===== src/rtl/sap1_pkg.sv =====
// sap1_pkg
//   Shared definitions for the SAP-1 control path:
//   - the opcode enumeration,
//   - the bit positions of the 12-bit control word,
//   - the fixed fetch and execute control words.
//   Control-word layout, MSB first:
//   {Cp, Ep, Lm_bar, CE_bar, Li_bar, Ei_bar, La_bar, Ea, Su, Eu, Lb_bar, Lo_bar}
package sap1_pkg;

  localparam int NUM_T_STATES = 6;

  typedef enum logic [3:0] {
    OP_LDA = 4'b0000,
    OP_ADD = 4'b0001,
    OP_SUB = 4'b0010,
    OP_OUT = 4'b1110,
    OP_HLT = 4'b1111
  } opcode_e;

  // Control-word bit positions
  localparam int CW_CP    = 11;
  localparam int CW_EP    = 10;
  localparam int CW_LM_N  = 9;
  localparam int CW_CE_N  = 8;
  localparam int CW_LI_N  = 7;
  localparam int CW_EI_N  = 6;
  localparam int CW_LA_N  = 5;
  localparam int CW_EA    = 4;
  localparam int CW_SU    = 3;
  localparam int CW_EU    = 2;
  localparam int CW_LB_N  = 1;
  localparam int CW_LO_N  = 0;

  // Idle word: every active-low load/enable deasserted, everything else low (0x3E3)
  localparam logic [11:0] CW_NOP = 12'((1 << CW_LM_N) | (1 << CW_CE_N) | (1 << CW_LI_N) |
                                       (1 << CW_EI_N) | (1 << CW_LA_N) | (1 << CW_LB_N) |
                                       (1 << CW_LO_N));

  // Fetch words, identical for every opcode
  localparam logic [11:0] CW_T1 = (CW_NOP | 12'(1 << CW_EP)) & ~12'(1 << CW_LM_N);   // 0x5E3
  localparam logic [11:0] CW_T2 =  CW_NOP | 12'(1 << CW_CP);                          // 0xBE3
  localparam logic [11:0] CW_T3 =  CW_NOP & ~12'((1 << CW_CE_N) | (1 << CW_LI_N));    // 0x263

  // Execute words
  localparam logic [11:0] CW_IR_TO_MAR = CW_NOP & ~12'((1 << CW_LM_N) | (1 << CW_EI_N)); // 0x1A3
  localparam logic [11:0] CW_RAM_TO_A  = CW_NOP & ~12'((1 << CW_CE_N) | (1 << CW_LA_N)); // 0x2C3
  localparam logic [11:0] CW_RAM_TO_B  = CW_NOP & ~12'((1 << CW_CE_N) | (1 << CW_LB_N)); // 0x2E1
  localparam logic [11:0] CW_ALU_TO_A  = (CW_NOP & ~12'(1 << CW_LA_N)) | 12'(1 << CW_EU); // 0x3C7
  localparam logic [11:0] CW_DIFF_TO_A = CW_ALU_TO_A | 12'(1 << CW_SU);                  // 0x3CF
  localparam logic [11:0] CW_A_TO_OUT  = (CW_NOP | 12'(1 << CW_EA)) & ~12'(1 << CW_LO_N); // 0x3F2

  // True for the five opcodes the micro-program implements
  function automatic logic isDefinedOp(input logic [3:0] op);
    return (op == OP_LDA) || (op == OP_ADD) || (op == OP_SUB) ||
           (op == OP_OUT) || (op == OP_HLT);
  endfunction

endpackage


===== src/rtl/sap1_cw_decode.sv =====
// sap1_cw_decode
//   Purely combinational micro-op table: (T-state, opcode) -> control word.
//   No gating for halt/fault here so the table can be reused by a microcoded
//   sequencer.
//   Ports:
//     i_state  [5:0]  one-hot T-state (bit 0 = T1)
//     i_opcode [3:0]  instruction-register opcode nibble
//     o_cw     [11:0] control word; NOP for any state pattern not in the table
module sap1_cw_decode
  import sap1_pkg::*;
(
  input  logic [NUM_T_STATES-1:0] i_state,
  input  logic [3:0]              i_opcode,
  output logic [11:0]             o_cw
);

  always_comb begin
    o_cw = CW_NOP;
    case (i_state)
      6'b000001: o_cw = CW_T1;
      6'b000010: o_cw = CW_T2;
      6'b000100: o_cw = CW_T3;
      6'b001000: begin
        case (opcode_e'(i_opcode))
          OP_LDA, OP_ADD, OP_SUB: o_cw = CW_IR_TO_MAR;
          OP_OUT:                 o_cw = CW_A_TO_OUT;
          default:                o_cw = CW_NOP;
        endcase
      end
      6'b010000: begin
        case (opcode_e'(i_opcode))
          OP_LDA:         o_cw = CW_RAM_TO_A;
          OP_ADD, OP_SUB: o_cw = CW_RAM_TO_B;
          default:        o_cw = CW_NOP;
        endcase
      end
      6'b100000: begin
        case (opcode_e'(i_opcode))
          OP_ADD:  o_cw = CW_ALU_TO_A;
          OP_SUB:  o_cw = CW_DIFF_TO_A;
          default: o_cw = CW_NOP;
        endcase
      end
      default: o_cw = CW_NOP;
    endcase
  end

endmodule


===== src/rtl/sap1_control_sequencer.sv =====
// sap1_control_sequencer
//   Consumer end of the SAP-1 T-state interface. Decodes the control word from
//   the ring-counter T-state and opcode, checks the T-state sequence, latches
//   halt / fault / bad-opcode flags and counts retired instructions.
//   All registers update on the falling edge so the control word is settled
//   before the rising edge where datapath registers load.
//   Ports:
//     CLK        clock, registers update on negedge
//     CLR_bar    asynchronous active-low clear
//     state      one-hot T-state from ring counter (all-zero = pre-T1)
//     opcode     upper nibble of the instruction register
//     con        12-bit control word
//     hlt        halt request to the clock block
//     seq_fault  sticky illegal-sequence flag
//     bad_op     sticky undefined-opcode flag
//     retired    completed-instruction counter (wraps)
module sap1_control_sequencer
  import sap1_pkg::*;
#(
  parameter int STATES   = 6,
  parameter int RETIRE_W = 8
) (
  input  logic                CLK,
  input  logic                CLR_bar,
  input  logic [STATES-1:0]   state,
  input  logic [3:0]          opcode,
  output logic [11:0]         con,
  output logic                hlt,
  output logic                seq_fault,
  output logic                bad_op,
  output logic [RETIRE_W-1:0] retired
);

  localparam logic [STATES-1:0] T1 = STATES'(1);
  localparam logic [STATES-1:0] T4 = STATES'(8);
  localparam logic [STATES-1:0] T6 = {1'b1, {(STATES-1){1'b0}}};

  logic                r_halted;
  logic                r_seqFault;
  logic                r_badOp;
  logic [RETIRE_W-1:0] r_retired;
  logic [STATES-1:0]   r_prevState;

  logic [11:0]         w_decodedCw;
  logic [STATES-1:0]   w_expectedNext;
  logic                w_legal;
  logic                w_faultNext;
  logic                w_atT4;

  sap1_cw_decode u_decode (
    .i_state  (state),
    .i_opcode (opcode),
    .o_cw     (w_decodedCw)
  );

  // The only legal successor of a one-hot state is its left rotation (T6 wraps
  // to T1). Leaving clear, the counter may idle at zero and then enter T1.
  assign w_expectedNext = {r_prevState[STATES-2:0], r_prevState[STATES-1]};
  assign w_legal = ((state == '0) && (r_prevState == '0)) ||
                   ((state == T1) && (r_prevState == '0)) ||
                   ($onehot(state) && (state == w_expectedNext));

  // A fault detected on this edge already blocks halt and retire on the same edge
  assign w_faultNext = r_seqFault | ~w_legal;
  assign w_atT4      = (state == T4);

  // Pre-T1, halted or faulted: hold the datapath idle
  always_comb begin
    con = w_decodedCw;
    if ((state == '0) || r_halted || r_seqFault) begin
      con = CW_NOP;
    end
  end

  always_ff @(negedge CLK or negedge CLR_bar) begin
    if (!CLR_bar) begin
      r_halted    <= 1'b0;
      r_seqFault  <= 1'b0;
      r_badOp     <= 1'b0;
      r_retired   <= '0;
      r_prevState <= '0;
    end else begin
      r_prevState <= state;
      r_seqFault  <= w_faultNext;
      if (w_atT4 && (opcode == OP_HLT) && !w_faultNext) begin
        r_halted <= 1'b1;
      end
      if (w_atT4 && !isDefinedOp(opcode)) begin
        r_badOp <= 1'b1;
      end
      if ((state == T6) && !r_halted && !w_faultNext) begin
        r_retired <= r_retired + RETIRE_W'(1);
      end
    end
  end

  assign hlt       = r_halted;
  assign seq_fault = r_seqFault;
  assign bad_op    = r_badOp;
  assign retired   = r_retired;

endmodule


===== config.mk =====
export PLATFORM = sky130hd
export DESIGN_NAME = sap1_control_sequencer
export DESIGN_NICKNAME = d
export VERILOG_FILES = /design/src/rtl/sap1_pkg.sv /design/src/rtl/sap1_cw_decode.sv /design/src/rtl/sap1_control_sequencer.sv
export SDC_FILE = /design/constraint.sdc
export NUM_CORES = 1
export LEC_CHECK = 0
export ABC_AREA = 0
export CAP_MARGIN = 10
export CORE_MARGIN = 2
export CORE_UTILIZATION = 47
export DETAILED_ROUTE_END_ITERATION = 12
export PLACE_DENSITY = 0.8
export SKIP_LAST_GASP = 1
export SYNTH_ARGS = -nofsm -noshare
export SYNTH_HDL_FRONTEND = slang
export SYNTH_HIERARCHICAL = 1
export SYNTH_SLANG_ARGS = --single-unit
export TNS_END_PERCENT = 100

===== constraint.sdc =====
create_clock -name CLK -period 2.2 [get_ports CLK]
set_input_delay 0.44 -clock CLK [delete_from_list [all_inputs] [get_ports CLK]]
set_output_delay 0.44 -clock CLK [all_outputs]
set_load 0.005 [all_outputs]

==> impl_metrics.yaml <==
synthesis:
  yosysTopAreaCellShare_pct: 34.31
  synthesis.nets: 148
  ys_warn_count: 6
  synthDistinctLibCells: 41
  synth_top_flop_cell: "dfrtn_1"
  syn-mean-instance-area_um2: 9.612
  synth-seq-area-share_pct: 34.31
  ys_seq_elements: 17
  synthCells: 129
  synth_area_um2: 1240
  synthArstFlopShare_pct: 100.0
  yosys.area.top_type: "dfrtn_1"
  synth_edf_count: 0
  synth_area_leaders: "dfrtn_1, xnor2_1, fa_1"
routing:
  drtAntennaViolNets: 0
  vias_per_cell: 5.544
  num_vias: 1375
  wire_per_inst_um: 17.65
  dr.first_iter.drc_count: 53
  drc: 0
  firstDrtPassIters: 4
  wirelength_um: 4378
pwr:
  ir_drop_mv: 0.4231
  clkPwrFrac_pct: 24.5
  p_leak_nw: 1.115
  pwr-share-comb_pct: 28.3
  power.switching_mw: 0.2110
  seqPwrFrac_pct: 47.2
  pwr_density_cell_nw_per_um2: 318.7
  p_int_mw: 0.4940
  netSwitchingFraction_pct: 29.93
global_routing:
  overflow: 0
  grt_max_degree: 18
  grtUsageTotal_pct: 25.85
  first_global_vias: 1397
  antenna_found_initial: 0
  grt_pass1_wl_um: 6403
worst_setup_path:
  r2r_end: "retired[1]"
  cp.required_ns: 1.25
  rrSetupSlack_ns: 0.26
  worst-setup-path-type: "in -> reg"
  startpoint_type: "input pin"
  cp_max_fo: 8
  reg2reg_from: "seq_fault"
  endpoint_kind: "flip-flop"
  r2r_cells: 6
  crit_arrival_ns: 3.47
cts:
  holdBufCountCts: 0
  root_buffer: "clkbuf_4"
  htree_num_levels: 1
  cts_sinks: 17
  cts_max_path_buffers: 2
  path_clk_slew_ns: 0.07
  cts_tree: "done"
  cts_buffers: 3
  clk_latency_ns: 0.30
place:
  gp_congestion: 0.8550
  pre_cts_ws_ns: -3.027
  placed_cell_area_um2: 1899
  numPortBuffers: 34
  dp_hpwl_um: 2509
worst_hold_path:
  min_from: "bad_op"
  hold_depth: 2
  min_to: "bad_op"
  hp-class: "reg -> reg"
die:
  num_rows: 18
  start_util_pct: 49.60
  core_area_um2: 2500
  die_y_um: 55.37
  fp.dieW_um: 55.37
  die-area_um2: 3065
  pin_count: 35
outcome:
  status: "complete, but fails checks"
  violations: "setup timing"
timing:
  final_max_slew_viol_count: 0
  slew_headroom_pct: 72.88
  setup_viol: 34
  finalHoldViolations: 0
  fin_ws_ns: -2.219
  worst_pin_slew_ns: 0.4055
  fin_worst_skew_ns: 0.004270
  rsz0062_at_grt: "yes"
cells_and_area:
  final_area_um2: 2212
  diodes: 0
  syn2layout_area_growth_pct: 78.41
  final_util_pct: 88.49
  drive_above_1_share_pct: 51.38
  final_nets: 238
  fill_cells: 113
job:
  maxCapViolCount: 0
==> through the flow <==
step | power [mW] | hold slack (ns) | instances | TNS [ns]
after global routing | 0.7405 | 0.5489 | 248 | -34.19
after detailed placement | 0.4970 | 0.4322 | 225 | -43.89
final | 0.7050 | 0.5292 | 248 | -32.74
after floorplan | 0.3960 | 0.4193 | 129 | -23.22
after global placement | 0.4881 | 0.4253 | 225 | -42.66
after CTS | 0.6821 | 0.4313 | 243 | -33.63
==> state kept, by name, summed over array words and instances, names as in the netlist <==
name and flops:
bad_op 1, hlt 1, r_prevState 6, retired 8
seq_fault 1
==> layout make-up <==
type	instances	area, µm²	share of cell area (%)
clock inverter	1	5.005	0.2262
clock buffer	3	22.52	1.018
inverter	9	46.29	2.093
sequential	17	425.4	19.23
tap	30	37.54	1.697
timing repair buffer	86	779.5	35.24
multi-input combinational	102	895.9	40.50
==> critical path, stage by stage <==
cell and delay [ns]:
buf_8 0.09, inv_8 0.03, fa_1 0.49, fa_1 0.51, inv_1 0.06, ha_2 0.17, fa_1 0.45, or4b_4 0.51
nor2_4 0.09, a41o_4 0.26, nand2_4 0.06, mux2_4 0.30
==> repair_timing <==
action	4_1_cts	5_1_grt
gates resized for setup	128	39
endpoints found under the setup margin	34	34
setup buffers	15	10
cloned	1	0
pin swaps	15	14
==> layer usage <==
metal  track usage, %  share of wire (%)
met1            31.39                 39
met2            46.43                 54
met5                0                  0
met4            10.10                2.8
met3            2.810                3.6
==> worst max path at each step <==
| stage | depth (start not counted) | endpoint | slack, ns | startpoint |
|---|---|---|---|---|
| finish | 12 | retired[1] | -2.22 | state[3] |
| floorplan | 11 | retired[1] | -2.28 | state[3] |
| global route | 12 | retired[1] | -2.26 | state[3] |
| global placement | 12 | retired[1] | -2.96 | state[3] |
| CTS | 12 | retired[1] | -2.33 | state[1] |
| detailed placement | 12 | retired[1] | -3.03 | state[3] |
==> cell families (layout without fill, tap and decap cells) <==
logic type               Yosys count  after routing  synth area share, %
XOR/XNOR                          14             14                9.889
AO/OA/AOI/OAI                     11             11                7.064
AND/OR/NAND/NOR                   69             69                35.62
adder cells (fa/ha/maj)            7              7                8.880
buffers and inverters             10             99                3.027
multiplexers                       1              1                1.211
flip-flops                        17             17                34.31
==> power by group through the flow <==
stage          Sequential [mW]  Clock (mW)  Combinational, mW
2_1_floorplan            0.336           0             0.0598
3_5_place_dp             0.337           0              0.160
3_3_place_gp             0.336           0              0.152
6_report                 0.333       0.173              0.199
4_1_cts                  0.331       0.177              0.174
5_1_grt                  0.333       0.192              0.215
==> cells in the final DEF, fill, tap and decap left out, types with 2 or more instances in the layout <==
master,netlist,final
nor2_1,10,9
buf_2,0,15
or4_4,2,2
dlymetal6s2s_1,0,7
clkbuf_4,0,3
buf_4,0,34
nor2b_1,2,2
fa_1,3,3
inv_4,0,2
and2_4,0,3
dfrtn_1,17,17
buf_12,0,2
and3_1,3,3
buf_8,0,2
nand2b_1,8,5
a211oi_1,3,2
and2_1,7,4
xor2_1,6,6
nand3_1,7,6
nor3_4,1,2
ha_1,4,2
xnor2_1,8,8
nand4_1,6,6
inv_1,8,6
buf_6,0,25
nand2_1,3,3
nand2b_4,0,3
nor3b_2,1,2
nor4_1,4,4
==> synth_stat cells, types with 3 or more instances <==
cell type  number
nand2b_1        8
nand3_1         7
inv_1           8
xor2_1          6
a211oi_1        3
fa_1            3
nor2_1         10
ha_1            4
and3_1          3
and2_1          7
nor4_1          4
nand4_1         6
nor3_1          3
xnor2_1         8
nand2_1         3
dfrtn_1        17
(Power assumes the default switching activity.)
